## src/rtl/prim_credit_pkg.sv

```systemverilog
// rtl/prim_credit_pkg.sv - shared types and helpers for the credit sender
// Credit command encoding plus the saturating next-count function used by prim_credit_cnt.
package prim_credit_pkg;

  typedef enum logic [1:0] {
    CrNone,
    CrDec,
    CrInc,
    CrHold
  } credit_cmd_e;

  // Bits needed to hold values 0..value-1 (at least one bit).
  function automatic int unsigned vbits(input int unsigned value);
    return (value <= 1) ? 1 : $clog2(value);
  endfunction

  function automatic logic [31:0] credit_next(input logic [31:0] cnt,
                                              input credit_cmd_e cmd,
                                              input logic [31:0] limit);
    logic [31:0] nxt;
    nxt = cnt;
    case (cmd)
      CrDec:   nxt = (cnt == 32'd0) ? 32'd0 : cnt - 32'd1;
      CrInc:   nxt = (cnt >= limit) ? limit : cnt + 32'd1;
      default: nxt = cnt;
    endcase
    return nxt;
  endfunction

endpackage

```

## src/rtl/prim_credit_cnt.sv

```systemverilog
// rtl/prim_credit_cnt.sv - saturating credit counter with clear and overflow flag
// Resets and clears to Max; ovf_o flags an increment attempted while already at Max.
module prim_credit_cnt
  import prim_credit_pkg::*;
#(
  parameter int unsigned Width = 3,
  parameter int unsigned Max   = 4
) (
  input  logic             clk_i,
  input  logic             rst_ni,
  input  logic             clr_i,
  input  logic             dec_i,
  input  logic             inc_i,
  output logic [Width-1:0] cnt_o,
  output logic             ovf_o
);

  credit_cmd_e      cmd;
  logic [Width-1:0] cnt_q;
  logic [31:0]      nxt;
  logic             unused_nxt;

  always_comb begin
    cmd = CrNone;
    if (dec_i && inc_i) begin
      cmd = CrHold;
    end else if (dec_i) begin
      cmd = CrDec;
    end else if (inc_i) begin
      cmd = CrInc;
    end
  end

  assign nxt        = credit_next(32'(cnt_q), cmd, 32'(Max));
  assign unused_nxt = ^nxt;

  always_ff @(posedge clk_i or negedge rst_ni) begin
    if (!rst_ni) begin
      cnt_q <= Width'(Max);
    end else if (clr_i) begin
      cnt_q <= Width'(Max);
    end else begin
      cnt_q <= nxt[Width-1:0];
    end
  end

  // A clear takes priority, so an increment in a clear cycle is not an overflow.
  assign ovf_o = ~clr_i & (cmd == CrInc) & (cnt_q == Width'(Max));
  assign cnt_o = cnt_q;

  always @(posedge clk_i) begin
    if (rst_ni && !clr_i) begin
      assert (!((cmd == CrDec) && (cnt_q == '0)));
    end
  end

endmodule

```

## src/rtl/prim_credit_sender.sv

```systemverilog
// rtl/prim_credit_sender.sv - credit-based transmit end for a remote prim_fifo_sync
// Optional registered tx path: define PRIM_CREDIT_SENDER_OUTREG_EN.
module prim_credit_sender
  import prim_credit_pkg::*;
#(
  parameter int unsigned Width   = 16,
  parameter int unsigned Credits = 4,
  localparam int unsigned CntW   = vbits(Credits + 1)
) (
  input  logic             clk_i,
  input  logic             rst_ni,
  input  logic             clr_i,
  input  logic             wvalid_i,
  output logic             wready_o,
  input  logic [Width-1:0] wdata_i,
  output logic             tx_valid_o,
  output logic [Width-1:0] tx_data_o,
  input  logic             credit_ret_i,
  output logic [CntW-1:0]  credits_o,
  output logic             idle_o,
  output logic             err_o
);

  logic under_rst_q;
  logic err_q;
  logic send;
  logic tx_fire;
  logic cnt_ovf;

  always_ff @(posedge clk_i or negedge rst_ni) begin
    if (!rst_ni) begin
      under_rst_q <= 1'b1;
    end else begin
      under_rst_q <= 1'b0;
    end
  end

  // Ready depends only on registered state, so a credit return shows up next cycle.
  assign wready_o = (credits_o != '0) & ~under_rst_q;
  assign send     = wvalid_i & wready_o;
  assign tx_fire  = send & ~clr_i;

  prim_credit_cnt #(
    .Width (CntW),
    .Max   (Credits)
  ) u_cnt (
    .clk_i  (clk_i),
    .rst_ni (rst_ni),
    .clr_i  (clr_i),
    .dec_i  (send),
    .inc_i  (credit_ret_i),
    .cnt_o  (credits_o),
    .ovf_o  (cnt_ovf)
  );

  // Sticky until reset; a clear leaves it set so the fault stays visible.
  always_ff @(posedge clk_i or negedge rst_ni) begin
    if (!rst_ni) begin
      err_q <= 1'b0;
    end else begin
      err_q <= err_q | cnt_ovf;
    end
  end

`ifdef PRIM_CREDIT_SENDER_OUTREG_EN
  logic             tx_valid_q;
  logic [Width-1:0] tx_data_q;

  always_ff @(posedge clk_i or negedge rst_ni) begin
    if (!rst_ni) begin
      tx_valid_q <= 1'b0;
      tx_data_q  <= '0;
    end else begin
      tx_valid_q <= tx_fire;
      if (tx_fire) begin
        tx_data_q <= wdata_i;
      end
    end
  end

  assign tx_valid_o = tx_valid_q;
  assign tx_data_o  = tx_data_q;
`else
  assign tx_valid_o = tx_fire;
  assign tx_data_o  = wdata_i;
`endif

  assign idle_o = (credits_o == CntW'(Credits)) & ~tx_valid_o;
  assign err_o  = err_q;

endmodule

```

## config.mk

```make
export PLATFORM = sky130hd
export DESIGN_NAME = prim_credit_sender
export DESIGN_NICKNAME = d
export VERILOG_FILES = /design/src/rtl/prim_credit_pkg.sv /design/src/rtl/prim_credit_cnt.sv /design/src/rtl/prim_credit_sender.sv
export SDC_FILE = /design/constraint.sdc
export NUM_CORES = 1
export LEC_CHECK = 0
export ABC_CLOCK_PERIOD_IN_PS = 1700
export BUFFER_PORTS_ARGS = -buffer_cell sky130_fd_sc_hd__clkbuf_2
export CAP_MARGIN = 30
export CORE_MARGIN = 2
export CORE_UTILIZATION = 33
export DETAILED_ROUTE_END_ITERATION = 6
export PLACE_DENSITY = 0.79
export SYNTH_ARGS = -nofsm -noshare
export SYNTH_HDL_FRONTEND = slang
export SYNTH_SLANG_ARGS = --single-unit
```

## constraint.sdc

```tcl
create_clock -name clk_i -period 1.7 [get_ports clk_i]
set_input_delay 0.085 -clock clk_i [delete_from_list [all_inputs] [get_ports clk_i]]
set_output_delay 0.085 -clock clk_i [all_outputs]
set_load 0.01 [all_outputs]
```

; Word level (Yosys, flattened, before mapping)
; Index checks and enable logic that the tools add are counted.
[op_classes]
addsub = 2
n_lt_le_gt_ge = 1
n_eq_ne = 3
mux = 7
bitwise = 10
reduce_logical = 4
[ops]
columns = operator, n
row1 = $mux W3, 3
row2 = $and A1 B1 Y1, 6
row3 = $mux W2, 3
row4 = $pmux W3 S2, 1
row5 = $reduce_bool A3 Y1, 2
row6 = $add A3 B1 Y3 const B, 1
row7 = $eq A3 B3 Y1 const B, 1
row8 = $ge A3 B3 Y1 const B, 1
row9 = $logic_not A3 Y1, 1
row10 = $not A1 Y1, 3
row11 = $sub A3 B1 Y3 const B, 1
row12 = $eq A2 B1 Y1 const B, 1
row13 = $eq A2 B2 Y1 const B, 1
row14 = $logic_and A1 B1 Y1, 1
row15 = $or A1 B1 Y1, 1
[word_totals]
ff_bits = 5
in_bits = 21
out_inout_bits = 23
wordCells = 30

; Longest topological paths before layout
[depth]
ltp_word = 9
mapped_depth = 6
mapped_depth_nobuf = 6

; Cells and area by module
; From an unflattened synthesis, not the netlist that was laid out.
[unflattened]
cells_unflattened = 56
area_unflattened_um2 = 471.7
[by_module_without_submodules]
columns = mod, instances, cells_each, area_each_um2, seq_area_each_um2
row1 = prim_credit_cnt, 1, 29, 251.5, 76.3
row2 = prim_credit_sender, 1, 27, 220.2, 51.3

; Worst setup path after synthesis
; Ideal clock, no wire load.
[synth_timing]
path_type = register to register
startpoint = register u_cnt.cnt_q[0] (netlist: u_cnt.cnt_o[0])
endpoint = register u_cnt.cnt_q[1] (netlist: u_cnt.cnt_o[1])
setup_ns = 0.119
arrival_time_ns = 1.573
required_time_ns = 1.581
path_slack_ns = 0.008
stages_incl_launch_ff = 7
path_buffers = 0
period_less_slack_ns = 1.692
path_cell_list = dfrtp_1 > inv_1 > ha_1 > nor2b_1 > or3_4 > a21o_1 > o21a_1
[synth_via]
elab_chain_len = 8
word_cells_on_any_way = 17
cone_classes = add/sub (2) / order compare (1) / eq/ne (2) / mux (6) / bitwise (2) / reduce/logical (4)
[synth_rtl]
columns = item, line
row1 = "start, declared", prim_credit_cnt.sv:19  ; logic [Width-1:0] cnt_q;
row2 = "start signal, assigned", prim_credit_cnt.sv:39  ; cnt_q <= Width'(Max);
row3 = "start signal, assigned", prim_credit_cnt.sv:41  ; cnt_q <= Width'(Max);
row4 = "start signal, assigned", prim_credit_cnt.sv:43  ; cnt_q <= nxt[Width-1:0];
row5 = $reduce_bool A3 Y1, prim_credit_sender.sv:39  ; assign wready_o = (credits_o != '0) & ~under_rst_q;
row6 = $and A1 B1 Y1, prim_credit_sender.sv:39
row7 = $and A1 B1 Y1, prim_credit_sender.sv:40  ; assign send = wvalid_i & wready_o;
row8 = $mux W2 or $logic_and A1 B1 Y1 (tied branches), "prim_credit_cnt.sv:27, prim_credit_cnt.sv:25"
row9 = $mux W2, prim_credit_cnt.sv:25  ; if (dec_i && inc_i) begin
row10 = $eq A2 B2 Y1 or $eq A2 B1 Y1 (tied branches), prim_credit_pkg.sv:22  ; case (cmd)
row11 = $pmux W3 S2, prim_credit_pkg.sv:22
row12 = $mux W3, prim_credit_cnt.sv:40  ; end else if (clr_i) begin
; Several ways; a longest one is shown, not always the timed one.
; A chain may end at the register's enable or synchronous reset.

; Worst setup path in the final report
[layout_timing]
startpoint = register u_cnt.cnt_q[1] (netlist: u_cnt.cnt_o[1])
endpoint = register u_cnt.cnt_q[1] (netlist: u_cnt.cnt_o[1])
; The elaborated chain is that of the path after synthesis.

==> summary by stage <==
Die
The area inside the core boundary is 1470 sq um. The I/O pin count is 44. The die footprint is 1880 sq um. For this configuration, the core starts out at a cell density of 34.7%. The horizontal die dimension is 43.3 um. In this run the core area contains 14 standard-cell rows. The die span in y is 43.3 um.

Timing
The number of slew-limit violations in the final report is 0. The tightest hold path in the finished design has a slack of 0.170 ns. The final worst-path cycle share is 96.0%.

The number of setup violations in the final report is 0. The final critical-path required period is 1.63 ns. The worst path setup slack after routing is 0.0678 ns. Timing would allow up to 0.613 GHz. Summed over all failing endpoints, the final setup total negative slack is 0 ns. The clock tree skew after final layout is 0.00246 ns.

The number of hold violations in the final report is 0.

Layout
Relative to the synthesized area, the layout overhead comes to 1.23%. The filler cells instantiated in the layout total 172. The area occupied by multi-input gates is 244 sq um. After the flow finishes, the layout carries non-filler instances totaling 78. 0 antenna diodes ended up in the layout. In the final layout, the share of cells above drive strength 1 is 41.9%. After routing the design area is 517 sq um. Across the whole layout, storage elements account for 128 sq um. The final core utilization is 35.1%. The final net count is 87.

Logic synthesis
The number of nets in the synthesized netlist is 85. Dividing the synthesized area by the synthesized cell count gives 8.37 sq um. After Yosys synthesis, and, or, nand and nor cells account for 18.4% of the synthesized area. The post-synthesis sequential element count is 5. The number of synthesis warnings is 0. The multiplexer share of the synthesized area is 2.21%. After synthesis, the largest family of logic cells by area is buffers and inverters. The synthesized netlist devotes 15.9% of its cell area to compound gates. The most common flop cell mapped by yosys is dfrtp_1. The count of different cell masters after synthesis is 28. Sequential elements use 25.0% of the synthesized area. The mapped cell area is 510 sq um.

The share of the synthesized netlist area taken by xor and xnor gates is 1.72%. After Yosys synthesis, full adders, half adders and majority gates account for 7.35% of the synthesized area. Counting flops with an async set or reset pin after synthesis yields a share of 100%. The gate count of the mapped netlist is 61.

The count of flip-flops with a built-in enable after synthesis is 0.

Critical path
The largest fanout of any net on the critical path is 4. Among all stages on the critical path, the largest delay is contributed by dfrtp_1. The stage delay of the slowest cell on the critical path is 0.37 ns.

The gate family responsible for the most delay along the worst path is simple AND/OR/NAND/NOR gates. The worst setup path is of the reg2reg kind. The critical path goes through inv_1 -> ha_1 -> nor2b_2 -> or3_4 -> a21o_1 -> o21a_1.

The required time of the worst setup path is 1.82 ns. The most critical setup path has its startpoint at u_cnt.cnt_o[1]. The arrival time of data at the critical path endpoint is 1.76 ns. The worst flop-to-flop path startpoint is u_cnt.cnt_o[1]. The worst register-to-register path ends at u_cnt.cnt_o[1]. The nature of the critical path endpoint is a flip-flop.

The worst-case reg-to-reg path depth is 6. STA classifies the critical path startpoint as a flip-flop. The number of buffer and inverter stages on the critical path is 1. The worst register-to-register path has a setup slack of 0.07 ns. The end point of the critical path is u_cnt.cnt_o[1]. In this run the number of cells on the critical path is 6.

Run status
The run finished with clean final reports.

Power and ir drop
In this run the power density over the cells is 730 nW/um^2. The highest ir drop seen on vdd is 0.368 mV. Summed over all cells, the static leakage comes to 0.247 nW. The total design power is 0.377 mW.

Routing
The mean number of vias per cell is 4.88. The final routed DRC violation total is 0. In this run, the number of DRC markers left after iteration 0 of detailed routing was 7. The count of nets left with antenna violations once routing finished came out at 0.

The length of the first detailed-routing pass in iterations is 2. The detailed-route wire length is 899 um. The routed wire length per instance is 11.5 um. The routed layout has 381 vias.

Clock tree
The CTS buffer count is 3. CTS saw 5 sinks. The latest clock arrival within the worst-skew pair is 0.24 ns.

The total setup buffers inserted after CTS is 0. The clock slew seen by the registers of the worst setup and hold paths is 0.04 ns. The clock root buffer is clkbuf_4. In this run the number of H-tree levels came out at 1. The maximum buffer depth of the clock tree is 2. TritonCTS built the clock tree.

Place
Detailed placement finished with a half-perimeter wire length of 751 um. After detailed placement, the total cell area comes to 473 sq um. The final weighted congestion in routability-driven placement is 0.775. The number of placed cells counting well taps is 73. The setup slack at placement is 0.0909 ns. Buffers placed on the I/O ports in this run total 11.

Worst hold path
The class of the tightest hold or removal check is in2out. The instance count along the most critical hold path is 0.

Global routing
The via count of the first global-routing pass is 362. The global-route wire length before repair is 1.44 mm. Global routing used 10.5% of the available tracks. The final global-route overflow total is 0. The number of antenna violations at the first check in global routing is 0. The maximum number of pins on one net before global-route repair is 10.

Run
The reported max-cap violation count is 0.
[cell usage after synthesis, types with 2 or more instances]
cell / n / area (sq um)
inv_1: 3 / 11.3
nand2_1: 2 / 7.51
ha_1: 3 / 37.5
o21ai_0: 3 / 15.0
nor2_1: 7 / 26.3
dfrtp_1: 3 / 75.1
buf_4: 16 / 120
nor3_1: 2 / 10.0
a21oi_1: 2 / 10.0
dfstp_2: 2 / 52.6
[layout make-up]
class | count | area share, %
Sequential cell | 5 | 24.7
Multi-Input combinational cell | 35 | 47.2
Clock buffer | 4 | 5.08
Inverter | 3 | 2.18
Tap cell | 16 | 3.87
Timing Repair Buffer | 15 | 16.9
[worst register-to-register path, cell delays in order, from the launching register on]
cell and delay, ns:
dfrtp_1 0.37, inv_1 0.09, ha_1 0.20, nor2b_2 0.18, or3_4 0.33, a21o_1 0.18, o21a_1 0.16
[flip-flops by register name, indices dropped and copies added (netlist names)]
signal	flops
u_cnt.cnt_o	3
err_o	1
under_rst_q	1
[worst min-delay path by stage]
stage	slack, ns	startpoint	endpoint
after floorplan	-0.21	rst_ni	err_o
after global placement	-0.1	rst_ni	err_o
after detailed placement	-0.09	rst_ni	u_cnt.cnt_o[1]
after CTS	0.16	clr_i	u_cnt.cnt_o[2]
after global routing	0.17	wdata_i[2]	tx_data_o[2]
final	0.17	wdata_i[0]	tx_data_o[0]
[metal layers]
layer / up-vias / track usage [%] / wire length [um]
met1: 177 / 11.7 / 383
met2: 10 / 15.8 / 419
met3: 4 / 2.08 / 89
li1: 190 / - / -
met4: 0 / 11.5 / 8
met5: - / 0 / 0
[power by group]
part           switching, mW  internal, mW  leakage (nW)
sequential           0.00577         0.128        0.0561
clock                 0.0434        0.0884        0.0150
combinational         0.0589        0.0525         0.176
[what timing repair did]
item / 4_1_cts / 5_1_grt
hold buffers: 1 / 0
resized for setup: 0 / 3
endpoints found under the setup margin: 0 / 3
endpoints found under the hold margin: 5 / 0
[cell usage in the layout (no fill, tap or decap), types with 2 or more instances in the layout]
master and instances:
clkbuf_2 10, nor2_1 7, inv_1 3, o21ai_0 3
ha_1 3, clkbuf_4 3, dfrtp_1 3, buf_4 3
nand2_1 2, a21oi_1 2, dfstp_2 2
[cells by family (layout without fill, tap and decap cells)]
family | after synthesis | after routing
XOR/XNOR | 1 | 1
AO/OA/AOI/OAI | 12 | 12
other | 1 | 1
buffers and inverters | 21 | 22
flip-flops | 5 | 5
AND/OR/NAND/NOR | 17 | 17
multiplexers | 1 | 1
adder cells (fa/ha/maj) | 3 | 3
(Power assumes the default switching activity.)
